--- src/rtl/fir_stream_pkg.sv ---
// fir_stream_pkg: FSM state encodings and width helpers shared by the sample source blocks
package fir_stream_pkg;
  typedef enum logic {S_IDLE = 1'b0, S_VALID = 1'b1} state_t;
  function automatic int ptr_w(input int depth);
    return $clog2(depth);
  endfunction
  function automatic int cnt_w(input int depth);
    return $clog2(depth) + 1;
  endfunction
endpackage

--- src/rtl/sample_fifo.sv ---
// sample_fifo: circular sample buffer with a registered read on pop
//   clk, rst        clock, synchronous active-high reset
//   wr_en, wr_data  write strobe and word; dropped while full
//   pop             advance the head into rd_data (next cycle); ignored while empty
//   rd_data         last popped word
//   count/full/empty occupancy and its flags, combinational from the count
module sample_fifo
  import fir_stream_pkg::*;
#(
  parameter int DATA_WIDTH = 24,
  parameter int FIFO_DEPTH = 16,
  localparam int PW = ptr_w(FIFO_DEPTH),
  localparam int CW = cnt_w(FIFO_DEPTH)
) (
  input  logic                  clk,
  input  logic                  rst,
  input  logic                  wr_en,
  input  logic [DATA_WIDTH-1:0] wr_data,
  input  logic                  pop,
  output logic [DATA_WIDTH-1:0] rd_data,
  output logic [CW-1:0]         count,
  output logic                  full,
  output logic                  empty
);
  logic [DATA_WIDTH-1:0] mem [FIFO_DEPTH];
  logic [PW-1:0] wr_ptr_q, wr_ptr_d, rd_ptr_q, rd_ptr_d;
  logic [CW-1:0] count_q, count_d;
  logic [DATA_WIDTH-1:0] rd_data_q, rd_data_d;
  logic wr_ok, pop_ok;
  assign full = count_q == CW'(FIFO_DEPTH);
  assign empty = count_q == '0;
  assign count = count_q;
  assign rd_data = rd_data_q;
  // Full/empty come from the pre-cycle count, so a write while full is lost even with a pop.
  always_comb begin
    wr_ok = wr_en && !full;
    pop_ok = pop && !empty;
    wr_ptr_d = wr_ok ? wr_ptr_q + 1'b1 : wr_ptr_q;
    rd_ptr_d = pop_ok ? rd_ptr_q + 1'b1 : rd_ptr_q;
    count_d = (wr_ok && !pop_ok) ? count_q + 1'b1 : (pop_ok && !wr_ok) ? count_q - 1'b1 : count_q;
    rd_data_d = pop_ok ? mem[rd_ptr_q] : rd_data_q;
  end
  always_ff @(posedge clk) if (wr_ok) mem[wr_ptr_q] <= wr_data;
  always_ff @(posedge clk) begin
    if (rst) begin
      wr_ptr_q <= '0;
      rd_ptr_q <= '0;
      count_q <= '0;
      rd_data_q <= '0;
    end else begin
      wr_ptr_q <= wr_ptr_d;
      rd_ptr_q <= rd_ptr_d;
      count_q <= count_d;
      rd_data_q <= rd_data_d;
    end
  end
endmodule

--- src/rtl/fir_sample_source.sv ---
// fir_sample_source: buffers upstream samples and presents one per sample tick to the FIR input
//   i_clk, i_rst, i_en           clock, synchronous active-high reset, enable (freezes ticks and FSM)
//   iv_wr_data, i_wr_en          upstream sample write
//   o_full, o_empty, ov_count    buffer status
//   ov_dout, o_dout_valid        presented sample, held until i_ready
//   i_clr_flags                  clears o_overflow, o_underrun, o_late (set events win)
module fir_sample_source
  import fir_stream_pkg::*;
#(
  parameter int DATA_WIDTH = 24,
  parameter int FIFO_DEPTH = 16,
  parameter int SAMPLE_PERIOD = 64,
  localparam int CW = cnt_w(FIFO_DEPTH),
  localparam int TW = SAMPLE_PERIOD > 1 ? $clog2(SAMPLE_PERIOD) : 1
) (
  input  logic                  i_clk,
  input  logic                  i_rst,
  input  logic                  i_en,
  input  logic [DATA_WIDTH-1:0] iv_wr_data,
  input  logic                  i_wr_en,
  output logic                  o_full,
  output logic                  o_empty,
  output logic [CW-1:0]         ov_count,
  output logic [DATA_WIDTH-1:0] ov_dout,
  output logic                  o_dout_valid,
  input  logic                  i_ready,
  input  logic                  i_clr_flags,
  output logic                  o_overflow,
  output logic                  o_underrun,
  output logic                  o_late
);
  state_t state_q, state_d;
  logic [TW-1:0] per_q, per_d;
  logic ovf_q, ovf_d, und_q, und_d, late_q, late_d;
  logic tick, pop;
  sample_fifo #(.DATA_WIDTH(DATA_WIDTH), .FIFO_DEPTH(FIFO_DEPTH)) u_fifo (
    .clk(i_clk), .rst(i_rst), .wr_en(i_wr_en), .wr_data(iv_wr_data), .pop(pop),
    .rd_data(ov_dout), .count(ov_count), .full(o_full), .empty(o_empty)
  );
  // A tick arriving while a sample is still presented is not queued: it either flags late or is lost.
  always_comb begin
    tick = i_en && per_q == TW'(SAMPLE_PERIOD - 1);
    per_d = !i_en ? per_q : tick ? '0 : per_q + 1'b1;
    pop = tick && state_q == S_IDLE && !o_empty;
    state_d = !i_en ? state_q : pop ? S_VALID : (state_q == S_VALID && i_ready) ? S_IDLE : state_q;
    ovf_d = (i_wr_en && o_full) || (ovf_q && !i_clr_flags);
    und_d = (tick && state_q == S_IDLE && o_empty) || (und_q && !i_clr_flags);
    late_d = (tick && state_q == S_VALID && !i_ready) || (late_q && !i_clr_flags);
  end
  always_ff @(posedge i_clk) begin
    if (i_rst) begin
      state_q <= S_IDLE;
      per_q <= '0;
      ovf_q <= 1'b0;
      und_q <= 1'b0;
      late_q <= 1'b0;
    end else begin
      state_q <= state_d;
      per_q <= per_d;
      ovf_q <= ovf_d;
      und_q <= und_d;
      late_q <= late_d;
    end
  end
  assign o_dout_valid = state_q == S_VALID;
  assign o_overflow = ovf_q;
  assign o_underrun = und_q;
  assign o_late = late_q;
endmodule
--- config.mk ---
export PLATFORM = sky130hd
export DESIGN_NAME = fir_sample_source
export DESIGN_NICKNAME = d
export VERILOG_FILES = /design/src/rtl/fir_stream_pkg.sv /design/src/rtl/sample_fifo.sv /design/src/rtl/fir_sample_source.sv
export SDC_FILE = /design/constraint.sdc
export NUM_CORES = 1
export LEC_CHECK = 0
export ABC_AREA = 1
export CAP_MARGIN = 20
export CORE_MARGIN = 2
export CORE_UTILIZATION = 60
export DETAILED_ROUTE_END_ITERATION = 7
export PLACE_DENSITY = 0.78
export SYNTH_ARGS = -nofsm -noshare
export SYNTH_HDL_FRONTEND = slang
export SYNTH_HIERARCHICAL = 1
export SYNTH_SLANG_ARGS = --single-unit
--- constraint.sdc ---
create_clock -name i_clk -period 5.2 [get_ports i_clk]
set_clock_uncertainty 0.15 [all_clocks]
set_input_delay 1.3 -clock i_clk [delete_from_list [all_inputs] [get_ports i_clk]]
set_output_delay 1.3 -clock i_clk [all_outputs]
set_load 0.03 [all_outputs]
==> metrics <==
pins over their slew limit=0; sequence of cells on the critical path=clkdlybuf4s50_1, nand2_1, nor2_4, nand4_2, inv_1, nand2_2, ha_1, inv_1, ha_1, a21oi_1, nand2_1, xor2_1, o21ai_0, inv_1; flip-flop and latch count after synthesis=431; Vias=12600; leakage power total=0.00846 uW; maximum capacitance violations=0; maximum clock insertion buffer count=3; delay of the slowest critical-path stage=510 ps; via count of the first global-routing pass=12000; largest net degree at the start of global routing=137; count of endpoints failing hold in the final timing report=0; reg-to-reg slack, setup=2450 ps; result of the run=complete, no violations; critical setup path kind=input port to flip-flop; Final Cycle Share=0.673; required time at the worst-slack endpoint=5480 ps; filler cell count in the final layout=2183; Post-CTS Setup Repair Bufs=0; end of the worst hold path=o_overflow; Final GP Congestion=0.798; launch instance of the worst min-delay path=o_overflow; most frequent standard cell in the layout excluding fill and tap cells=sky130_fd_sc_hd__nand2_1; antenna viol nets, final=0; final net count=1887; CP Capture Type=flip-flop; Seq/Total Area, Yosys=0.676; most common cell type on the critical path=sky130_fd_sc_hd__inv_1; I/O Pins=65; crit path DAT=3770 ps; total wire length=42700 um; fraction of layout cells with a size suffix above 1=0.0559; initial antenna violation count=2; RSZ-0062 raised after global routing=no; shortest clock period the worst path allows after layout=3500 ps; Final setup violation count=0; remaining max-slew budget at the tightest pin=0.268; average footprint of a synthesized cell=10.2 um^2; IR drop worst, VDD=230 uV; endpoint of the lowest-slack register-to-register path=u_fifo/count[3]; class of the tightest hold or removal check=flip-flop to flip-flop; number of core rows=64; instance count along the most critical hold path=2; post-synthesis to final-layout area growth=11.8%; 1st-pass router iterations=7; total routing usage reported by global routing=0.270; final global-route overflow total=0; Synth warnings=6; number of instances in the synthesized netlist=1808; slowest CP cell=sky130_fd_sc_hd__clkdlybuf4s50_1; area enclosed by the die boundary=32200 um^2; vertical extent of the die=179 um; fmax=286 MHz; average wire length per cell after detail routing=18.8 um; Distinct cells, synth=32; reg-to-reg critical path startpoint=u_fifo/count[1]; DRC=0; width of the die=179 um; final setup TNS=0 ps; core region area=30400 um^2; transition time of the tightest slew-check pin=1100 ps; root buf cell=sky130_fd_sc_hd__clkbuf_16; number of port buffers=64; insertion delay of the later-clocked pin in the worst-skew pair=540 ps; DRC violation total after the first TritonRoute iteration=1600; global-route wire length before repair=65300 um; Num CTS Buffers=43; post-layout instance area=20600 um^2; Final Core Density=0.677; Post-DP Area=19300 um^2; r2r worst-path depth=15; clock transition time at the flip-flop clock pins of the worst setup and hold paths=60 ps; CTS sink count=431; CTS Hold Buffers Added=0; CTS tree=yes; post-DR vias/cell=5.52; CTS HTree Levels=2; Mapped Nets=1849; Worst setup SP type=input port; Starting Density=0.606; most used cells in the layout excluding fill and tap cells=sky130_fd_sc_hd__nand2_1 (634), sky130_fd_sc_hd__edfxtp_1 (384), sky130_fd_sc_hd__nand3_1 (272), sky130_fd_sc_hd__inv_1 (241), sky130_fd_sc_hd__clkdlybuf4s50_1 (63); detailed placement HPWL=22100 um; CTS resizes=0; synthesized area=18400 um^2; total power divided by cell area=339 nW/um^2; largest fanout of any net on the critical path=8
-- worst max-delay path: cells and delay by family --
kind,cells,cell delay (ps)
adders and majority gates,2,540
AOI/OAI and AO/OA,2,360
buffers and inverters,4,820
xor gates and xnor gates,1,150
and+or+nand+nor,5,610
-- final cells by class --
type,count,area [um^2],area share
Multi-Input combinational cell,1040,4590,0.223
Sequential cell,431,12500,0.605
Clock inverter,13,61.3,0.00297
Inverter,247,932,0.0452
Timing Repair Buffer,83,811,0.0393
Antenna cell,1,2.50,0.000121
Tap cell,396,495,0.0240
Clock buffer,65,1240,0.0601
-- cells by family after synthesis --
family                   share of synthesized area
AO/OA/AOI/OAI                              0.00733
XOR/XNOR                                   0.00380
adder cells (fa/ha/maj)                    0.00787
buffers and inverters                       0.0812
flip-flops                                   0.676
AND/OR/NAND/NOR                              0.223
-- through the flow --
| stage | std cells | power, uW | hold slack, ps | worst slack (ps) |
|---|---|---|---|---|
| 2_1_floorplan | 1808 | 4060 | 293 | 1970 |
| 3_3_place_gp | 2196 | 4190 | 299 | 1340 |
| 3_5_place_dp | 2197 | 4200 | 305 | 1200 |
| 4_1_cts | 2275 | 7020 | 312 | 1720 |
| 5_1_grt | 2276 | 7200 | 334 | 1490 |
| 6_report | 2276 | 6990 | 309 | 1700 |
-- cell usage after synthesis --
master	instances	area (um^2)
sky130_fd_sc_hd__a211oi_1	3	22.5
sky130_fd_sc_hd__a21oi_1	14	70.1
sky130_fd_sc_hd__buf_1	5	18.8
sky130_fd_sc_hd__buf_2	40	200
sky130_fd_sc_hd__buf_4	14	105
sky130_fd_sc_hd__buf_6	15	169
sky130_fd_sc_hd__buf_8	1	15.0
sky130_fd_sc_hd__clkbuf_1	14	52.6
sky130_fd_sc_hd__clkbuf_2	1	5.00
sky130_fd_sc_hd__clkinv_1	1	3.75
sky130_fd_sc_hd__dfxtp_1	47	941
sky130_fd_sc_hd__edfxtp_1	384	11500
sky130_fd_sc_hd__fa_1	1	20.0
sky130_fd_sc_hd__ha_1	10	125
sky130_fd_sc_hd__inv_1	242	908
sky130_fd_sc_hd__inv_2	2	7.51
sky130_fd_sc_hd__inv_4	2	12.5
sky130_fd_sc_hd__nand2_1	634	2380
sky130_fd_sc_hd__nand2_2	2	12.5
sky130_fd_sc_hd__nand3_1	272	1360
sky130_fd_sc_hd__nand4_1	4	25.0
sky130_fd_sc_hd__nand4_2	1	12.5
sky130_fd_sc_hd__nor2_1	78	293
sky130_fd_sc_hd__nor2_2	1	6.26
sky130_fd_sc_hd__nor2_4	1	11.3
sky130_fd_sc_hd__nor3_1	1	5.00
sky130_fd_sc_hd__nor3b_1	1	7.51
sky130_fd_sc_hd__o21ai_0	7	35.0
sky130_fd_sc_hd__o21bai_1	1	7.51
sky130_fd_sc_hd__or2_0	1	6.26
sky130_fd_sc_hd__xnor2_1	2	17.5
sky130_fd_sc_hd__xor2_1	6	52.6
-- how the worst max path moves through the flow --
stage | startpoint | to | slack, ps | depth (start not counted)
after floorplan | i_wr_en | u_fifo/mem[11][0] | 1970 | 4
after global placement | i_en | u_fifo/count[3] | 1340 | 14
after detailed placement | i_en | u_fifo/count[3] | 1200 | 14
after CTS | u_fifo/count[0] | o_empty | 1720 | 4
after global routing | i_en | u_fifo/count[3] | 1490 | 14
final | i_en | u_fifo/count[3] | 1700 | 14
-- state kept, by name (all words and copies together), names as in the netlist --
register	flops
u_fifo/rd_data	24
u_fifo/rd_ptr_q	4
u_fifo/mem	384
per_q	6
u_fifo/wr_ptr_q	4
o_overflow	1
o_underrun	1
o_late	1
o_dout_valid	1
u_fifo/count	5
-- routing by layer --
layer  GRT usage  vias up  wire (um)
met2       0.442      559      20400
met5           0        -         13
met1       0.367     5942      17300
met3      0.0397      122       3400
met4       0.111        2       1540
li1            -     5930          -
-- power breakdown --
part / internal [uW] / switching, uW / leakage, uW
registers: 3830 / 22.1 / 0.00385
clock network: 1640 / 1220 / 0.000640
logic: 91.1 / 190 / 0.00397
total: 5560 / 1430 / 0.00846
No activity file was read; power rests on OpenSTA's default activity.
